File: config.mk
export PLATFORM = sky130hd
export DESIGN_NAME = fdc_sd_arbiter
export DESIGN_NICKNAME = d
export VERILOG_FILES = /design/src/rtl/fdc_pkg.sv /design/src/rtl/fdc_rr_picker.sv /design/src/rtl/fdc_sd_arbiter.sv
export SDC_FILE = /design/constraint.sdc
export NUM_CORES = 1
export LEC_CHECK = 0
export ABC_AREA = 1
export BUFFER_PORTS_ARGS = -buffer_cell sky130_fd_sc_hd__buf_4
export CELL_PAD_IN_SITES_DETAIL_PLACEMENT = 2
export CELL_PAD_IN_SITES_GLOBAL_PLACEMENT = 2
export CORE_MARGIN = 1.5
export CORE_UTILIZATION = 22
export CTS_CLUSTER_SIZE = 24
export DETAILED_ROUTE_END_ITERATION = 7
export MAX_ROUTING_LAYER = met4
export PLACE_DENSITY_LB_ADDON = 0.05
export SYNTH_ARGS = -nofsm -noshare
export SYNTH_HDL_FRONTEND = slang
export SYNTH_SLANG_ARGS = --single-unit
File: constraint.sdc
create_clock -name CLK -period 4.2 [get_ports CLK]
set_input_delay 0 -clock CLK [delete_from_list [all_inputs] [get_ports CLK]]
set_output_delay 0 -clock CLK [all_outputs]
set_load 0.01 [all_outputs]
File: src/rtl/fdc_pkg.sv
// Shared types for the floppy-controller SD block arbiter.
// Arbiter state encoding, drive index type, transfer direction.
package fdc_pkg;

    localparam int FDC_NDRIVES = 4;

    typedef enum logic [1:0] {
        IDLE,
        REQ,
        XFER,
        DONE
    } arb_state_t;

    typedef logic [1:0] drv_idx_t;

    typedef enum logic {
        OP_RD,
        OP_WR
    } op_t;

endpackage

File: src/rtl/fdc_rr_picker.sv
// Combinational round-robin selector for the SD arbiter.
// Ports: req   - per-drive request vector
//        ptr   - last granted drive; search starts at ptr+1
//        valid - some drive is requesting
//        idx   - first requester at/after ptr+1 (wrapping)
module fdc_rr_picker
    import fdc_pkg::*;
#(
    parameter int NDRIVES = FDC_NDRIVES
) (
    input  logic [NDRIVES-1:0] req,
    input  drv_idx_t           ptr,
    output logic               valid,
    output drv_idx_t           idx
);

    always_comb begin
        valid = 1'b0;
        idx   = ptr;
        // k runs 1..NDRIVES so the last drive examined is ptr
        // itself: a lone requester is still served.
        for (int k = 1; k <= NDRIVES; k++) begin
            drv_idx_t c;
            c = drv_idx_t'((int'(ptr) + k) % NDRIVES);
            if (!valid && req[c]) begin
                valid = 1'b1;
                idx   = c;
            end
        end
    end

endmodule

File: src/rtl/fdc_sd_arbiter.sv
// Funnels the per-drive SD block request ports onto one host port.
// One transfer at a time, strict round-robin between drives.
// Ports: CLK, RESET (sync, active high)
//        drv_lba/drv_rd/drv_wr/drv_buff_din - per-drive requests
//        drv_ack      - per-drive ack, only the granted bit toggles
//        sd_lba/sd_rd/sd_wr - registered host request
//        sd_ack       - host ack, high for a whole block
//        sd_buff_din  - write data of the granted drive
//        grant_idx, busy, timeout_err - status
// Build option: define FDC_ARB_WATCHDOG_EN to add a REQ/XFER
// watchdog that aborts a stuck transfer and pulses timeout_err.
module fdc_sd_arbiter
    import fdc_pkg::*;
#(
    parameter int NDRIVES   = FDC_NDRIVES,
    parameter int LBA_W     = 32,
    parameter int TIMEOUT_W = 24
) (
    input  logic                          CLK,
    input  logic                          RESET,
    input  logic [NDRIVES-1:0][LBA_W-1:0] drv_lba,
    input  logic [NDRIVES-1:0]            drv_rd,
    input  logic [NDRIVES-1:0]            drv_wr,
    input  logic [NDRIVES-1:0][7:0]       drv_buff_din,
    output logic [NDRIVES-1:0]            drv_ack,
    output logic [LBA_W-1:0]              sd_lba,
    output logic                          sd_rd,
    output logic                          sd_wr,
    input  logic                          sd_ack,
    output logic [7:0]                    sd_buff_din,
    output logic [1:0]                    grant_idx,
    output logic                          busy,
    output logic                          timeout_err
);

    arb_state_t          state_q, state_d;
    drv_idx_t            grant_q, grant_d;
    drv_idx_t            ptr_q, ptr_d;
    logic [LBA_W-1:0]    lba_q, lba_d;
    logic                sd_rd_q, sd_rd_d;
    logic                sd_wr_q, sd_wr_d;
    logic [NDRIVES-1:0]  ack_q, ack_d;
    logic                busy_q, busy_d;
    logic                tmo_q, tmo_d;

    logic [NDRIVES-1:0]  req;
    logic                pick_vld;
    drv_idx_t            pick_idx;
    logic [NDRIVES-1:0]  grant_oh;
    op_t                 op;

    assign req = drv_rd | drv_wr;

    fdc_rr_picker #(
        .NDRIVES (NDRIVES)
    ) u_picker (
        .req   (req),
        .ptr   (ptr_q),
        .valid (pick_vld),
        .idx   (pick_idx)
    );

    always_comb begin
        grant_oh          = '0;
        grant_oh[grant_q] = 1'b1;
    end

`ifdef FDC_ARB_WATCHDOG_EN
    logic [TIMEOUT_W-1:0] wdog_q, wdog_d;
    logic [TIMEOUT_W-1:0] wdog_inc;
    assign wdog_inc = wdog_q + 1'b1;
`else
    // TIMEOUT_W only sizes the watchdog, which this build omits.
    if (TIMEOUT_W < 1) begin : g_no_watchdog_width
    end
`endif

    always_comb begin
        state_d = state_q;
        grant_d = grant_q;
        ptr_d   = ptr_q;
        lba_d   = lba_q;
        sd_rd_d = sd_rd_q;
        sd_wr_d = sd_wr_q;
        ack_d   = '0;
        tmo_d   = 1'b0;
        op      = OP_RD;

        unique case (state_q)
            IDLE: begin
                // A host ack still high from before a reset
                // must drain before a new request goes out.
                if (pick_vld && !sd_ack) begin
                    op      = drv_rd[pick_idx] ? OP_RD : OP_WR;
                    grant_d = pick_idx;
                    lba_d   = drv_lba[pick_idx];
                    sd_rd_d = (op == OP_RD);
                    sd_wr_d = (op == OP_WR);
                    state_d = REQ;
                end
            end
            REQ: begin
                if (sd_ack) begin
                    sd_rd_d = 1'b0;
                    sd_wr_d = 1'b0;
                    ack_d   = grant_oh;
                    state_d = XFER;
                end
            end
            XFER: begin
                if (sd_ack) begin
                    ack_d = grant_oh;
                end else begin
                    state_d = DONE;
                end
            end
            DONE: begin
                ptr_d   = grant_q;
                state_d = IDLE;
            end
            default: state_d = IDLE;
        endcase

`ifdef FDC_ARB_WATCHDOG_EN
        wdog_d = '0;
        if (state_q == REQ || state_q == XFER) begin
            wdog_d = wdog_inc;
            if (&wdog_inc) begin
                sd_rd_d = 1'b0;
                sd_wr_d = 1'b0;
                ack_d   = '0;
                tmo_d   = 1'b1;
                state_d = DONE;
            end
        end
`endif

        busy_d = (state_d != IDLE);
    end

    always_ff @(posedge CLK) begin
        if (RESET) begin
            state_q <= IDLE;
            grant_q <= '0;
            ptr_q   <= '0;
            lba_q   <= '0;
            sd_rd_q <= 1'b0;
            sd_wr_q <= 1'b0;
            ack_q   <= '0;
            busy_q  <= 1'b0;
            tmo_q   <= 1'b0;
        end else begin
            state_q <= state_d;
            grant_q <= grant_d;
            ptr_q   <= ptr_d;
            lba_q   <= lba_d;
            sd_rd_q <= sd_rd_d;
            sd_wr_q <= sd_wr_d;
            ack_q   <= ack_d;
            busy_q  <= busy_d;
            tmo_q   <= tmo_d;
        end
    end

`ifdef FDC_ARB_WATCHDOG_EN
    always_ff @(posedge CLK) begin
        if (RESET) begin
            wdog_q <= '0;
        end else begin
            wdog_q <= wdog_d;
        end
    end
    assign timeout_err = tmo_q;
`else
    assign timeout_err = 1'b0;
`endif

    assign drv_ack     = ack_q;
    assign sd_lba      = lba_q;
    assign sd_rd       = sd_rd_q;
    assign sd_wr       = sd_wr_q;
    assign sd_buff_din = drv_buff_din[grant_q];
    assign grant_idx   = grant_q;
    assign busy        = busy_q;

endmodule

==> flow_summary_export.csv <==
group,metric,value,unit
sta,slew_viol_final,0,
pwr,total_leakage_power,2.782,nW
sta,finalClockSkew,0.006669,ns
sta,timing.final.setup_violations,0,
sta,fin_crit_sh,69.79,%
critical_path,timing.critical_path.slowest_stage_cell,"nand2_4",
global_route,antenna_found_initial,0,
clocking,cts_hold_repair.buffers,0,
synth,synth-edff-count,0,
global_route,wire_length_of_the_first_global_routing_pass,26040,um
routing,route.antenna.remaining_nets,0,
die,area_enclosed_by_the_die_boundary,17020,um^2
placed_design,placed_area,5263,um^2
die,num_io_pins,221,
placed_design,port_buffers,219,
clocking,tritoncts_clock_tree,"done",
synth,postSynthRegisterBits,45,
global_route,largest_net_degree_at_the_start_of_global_routing,68,
sta,period_needed,2.931,ns
synth,synth-warning-count,0,
routing,iter_0_drt_violations,131,
die,row_count,46,
routing,drt_wl_total,17050,um
sta,timing.fmax,0.3412,GHz
job,max-cap-violations,0,
final_layout,fraction_of_final_layout_cells_with_drive_strength_greater_than_1,31.10,%
final_layout,area_delta_synth_final,51.42,%
die,start_util,22.50,%
final_layout,nets,965,
routing,drt-wirelength-per-cell,16.93,um
sta,worstMarginPinSlew,0.9433,ns
sta,worst_slew_slack_as_a_fraction_of_its_limit,37.03,%
placed_design,dp_wirelength,12970,um
clocking,cts_max_level,2,
critical_path,timing.critical_path.cells,"inv_2 -> nand2_1 -> nand2_1 -> nand3_1 -> nand2_2 -> nand2_2 -> nand3_4 -> nand2_4 -> nand2_1 -> nand3_1 -> nand3_1 -> a21oi_1",
placed_design,place_inst,999,
routing,detail_route.vias_per_cell,4.703,
clocking,cts.root.buffer_cell,"clkbuf_16",
critical_path,timing.critical_path.required,4.41,ns
pwr,peak_ir_drop_on_the_vdd_network,131.9,uV
outcome,run_status,"finished clean",
clocking,cts_buffers,5,
critical_path,worstSetupStartpointType,"register",
critical_path,timing.critical_path.arrival,3.14,ns
routing,vias,4736,
min_path,hold_crit_path_type,"primary input to register",
critical_path,cp-end-kind,"register",
sta,hold_viol_final,0,
clocking,cts_resized,0,
clocking,post_cts.repair.setup_buffers,0,
final_layout,final_cell_count_no_fill,1007,
final_layout,diode_count,0,
pwr,power-per-cell-area,263.0,nW/um^2
global_route,grt_overflow,0,
final_layout,finalInstanceArea,5413,um^2
routing,post-route-drc-count,0,
synth,postSynthCellCount,604,
synth,synth_nets,779,
clocking,register_clock_pin_slew_on_the_reported_worst_setup_and_hold_paths,0.07,ns
global_route,track_usage,20.22,%
die,fp.dieW,130.5,um
routing,detailedRoute.firstPassIterationCount,4,
die,die_height,130.5,um
sta,finalSetupTns,0,ns
synth,async_reset_ff_share,0,%
critical_path,critical_path_peak_fanout,67,
placed_design,routabilityCongestion,0.8164,
synth,postSynthAreaPerCell,5.918,um^2
synth,synthFlopType,"dfxtp_1",
die,core_region_area,15890,um^2
critical_path,timing.setup.critical_path_class,"register to register",
critical_path,reg2reg_slack,1.27,ns
critical_path,timing.critical_path.slowest_cell_delay,0.70,ns
clocking,cts.sinks,45,
sta,grt_setup_unrepaired,"no",
global_route,via_count_of_the_first_global_routing_pass,5003,
clocking,ctsLongestPathBuffers,2,
synth,synth_cell_types,26,
clocking,clkLatencyLatePin,0.29,ns
synth,synth_sequential_area_ratio,25.20,%
synth,mapped_area,3575,um^2
[per-layer routing]
layer  track usage, %  vias up  wire [um]
li1                 -     2339          -
met1            21.87     2248       6747
met2            38.05      142       8873
met3            4.682        7       1304
met4            3.361        0        123
met5                -        -          0
[cells in the final DEF, fill, tap and decap left out, drive strengths merged]
cell type / Yosys / routed
nand4: 1 / 1
a22oi: 7 / 7
nor2: 12 / 12
clkbuf: 11 / 5
or2: 1 / 1
nand3b: 33 / 33
clkinvlp: 0 / 1
nand2: 224 / 224
nand3: 138 / 138
clkinv: 0 / 1
dfxtp: 45 / 45
buf: 32 / 222
inv: 45 / 46
o21ai: 6 / 6
a21oi: 40 / 40
nor3: 3 / 3
o21a: 1 / 1
conb: 1 / 1
ha: 4 / 4
[synth_stat cells, types with 4 or more instances]
cell type / number / share of area [%]
nand2_2: 5 / 0.88
nor2_1: 11 / 1.2
nand3_1: 136 / 19
inv_2: 4 / 0.42
o21ai_0: 6 / 0.84
a21oi_1: 40 / 5.6
nand3b_1: 33 / 6.9
dfxtp_1: 45 / 25
ha_1: 4 / 1.4
nand2_1: 216 / 23
buf_2: 19 / 2.7
buf_4: 7 / 1.5
a22oi_1: 7 / 1.5
clkbuf_1: 11 / 1.2
buf_6: 5 / 1.6
inv_1: 41 / 4.3
[sequential cells by signal (all words and copies together), names as in the netlist]
signal,count
sd_rd,1
ptr_q,2
drv_ack,4
grant_idx,2
busy,1
sd_wr,1
state_q,2
sd_lba,32
[final cells by class]
| type | instances | area (um^2) |
|---|---|---|
| repair buffers | 222 | 1667 |
| multi-input cells | 471 | 2256 |
| fillers | 1993 | 10470 |
| inverters | 45 | 168.9 |
| clock inverters | 3 | 25.02 |
| clock buffers | 5 | 125.1 |
| flip-flops and latches | 45 | 900.9 |
| well taps | 216 | 270.3 |
[cells by family (layout without fill, tap and decap cells)]
family,count (synthesis),in the layout,share of synthesized area (%)
other,1,1,0.1049
adder cells (fa/ha/maj),4,4,1.400
AO/OA/AOI/OAI,54,54,8.120
AND/OR/NAND/NOR,412,412,53.48
flip-flops,45,45,25.20
buffers and inverters,88,275,11.69
[where the power goes]
part / internal, mW / switching, mW / total (mW)
registers: 0.462 / 0.0317 / 0.494
logic: 0.249 / 0.266 / 0.516
clock network: 0.224 / 0.190 / 0.414
total: 0.935 / 0.488 / 1.42
[through the flow]
step | utilization (%) | power, mW | hold WS (ns) | setup WS (ns)
after floorplan | - | 0.7604 | 0.1368 | 2.497
after global placement | 33.13 | 1.017 | 0.2844 | 1.399
after detailed placement | 33.13 | 1.031 | 0.2995 | 1.212
after CTS | 34.07 | 1.455 | 0.07548 | 1.197
after global routing | 34.07 | 1.522 | 0.1074 | 0.9025
final | 34.07 | 1.424 | 0.07924 | 1.269
[worst paths after layout]
path	start	endpoint	cells after the start
setup reg to reg	ptr_q[0]	sd_lba[10]	12
hold reg to reg	sd_lba[2]	sd_lba[2]	2
hold / removal	sd_ack	drv_ack[2]	3
setup / recovery	ptr_q[0]	sd_lba[10]	12
[worst max-delay path, delay by kind of cell (launching register included)]
family	cells	cell delay, ns
AOI/OAI and AO/OA	1	0.18
buffers and inverters	1	0.20
DFF	1	0.59
and+or+nand+nor	10	1.85
Note: power is estimated with default switching activity, not from simulation.
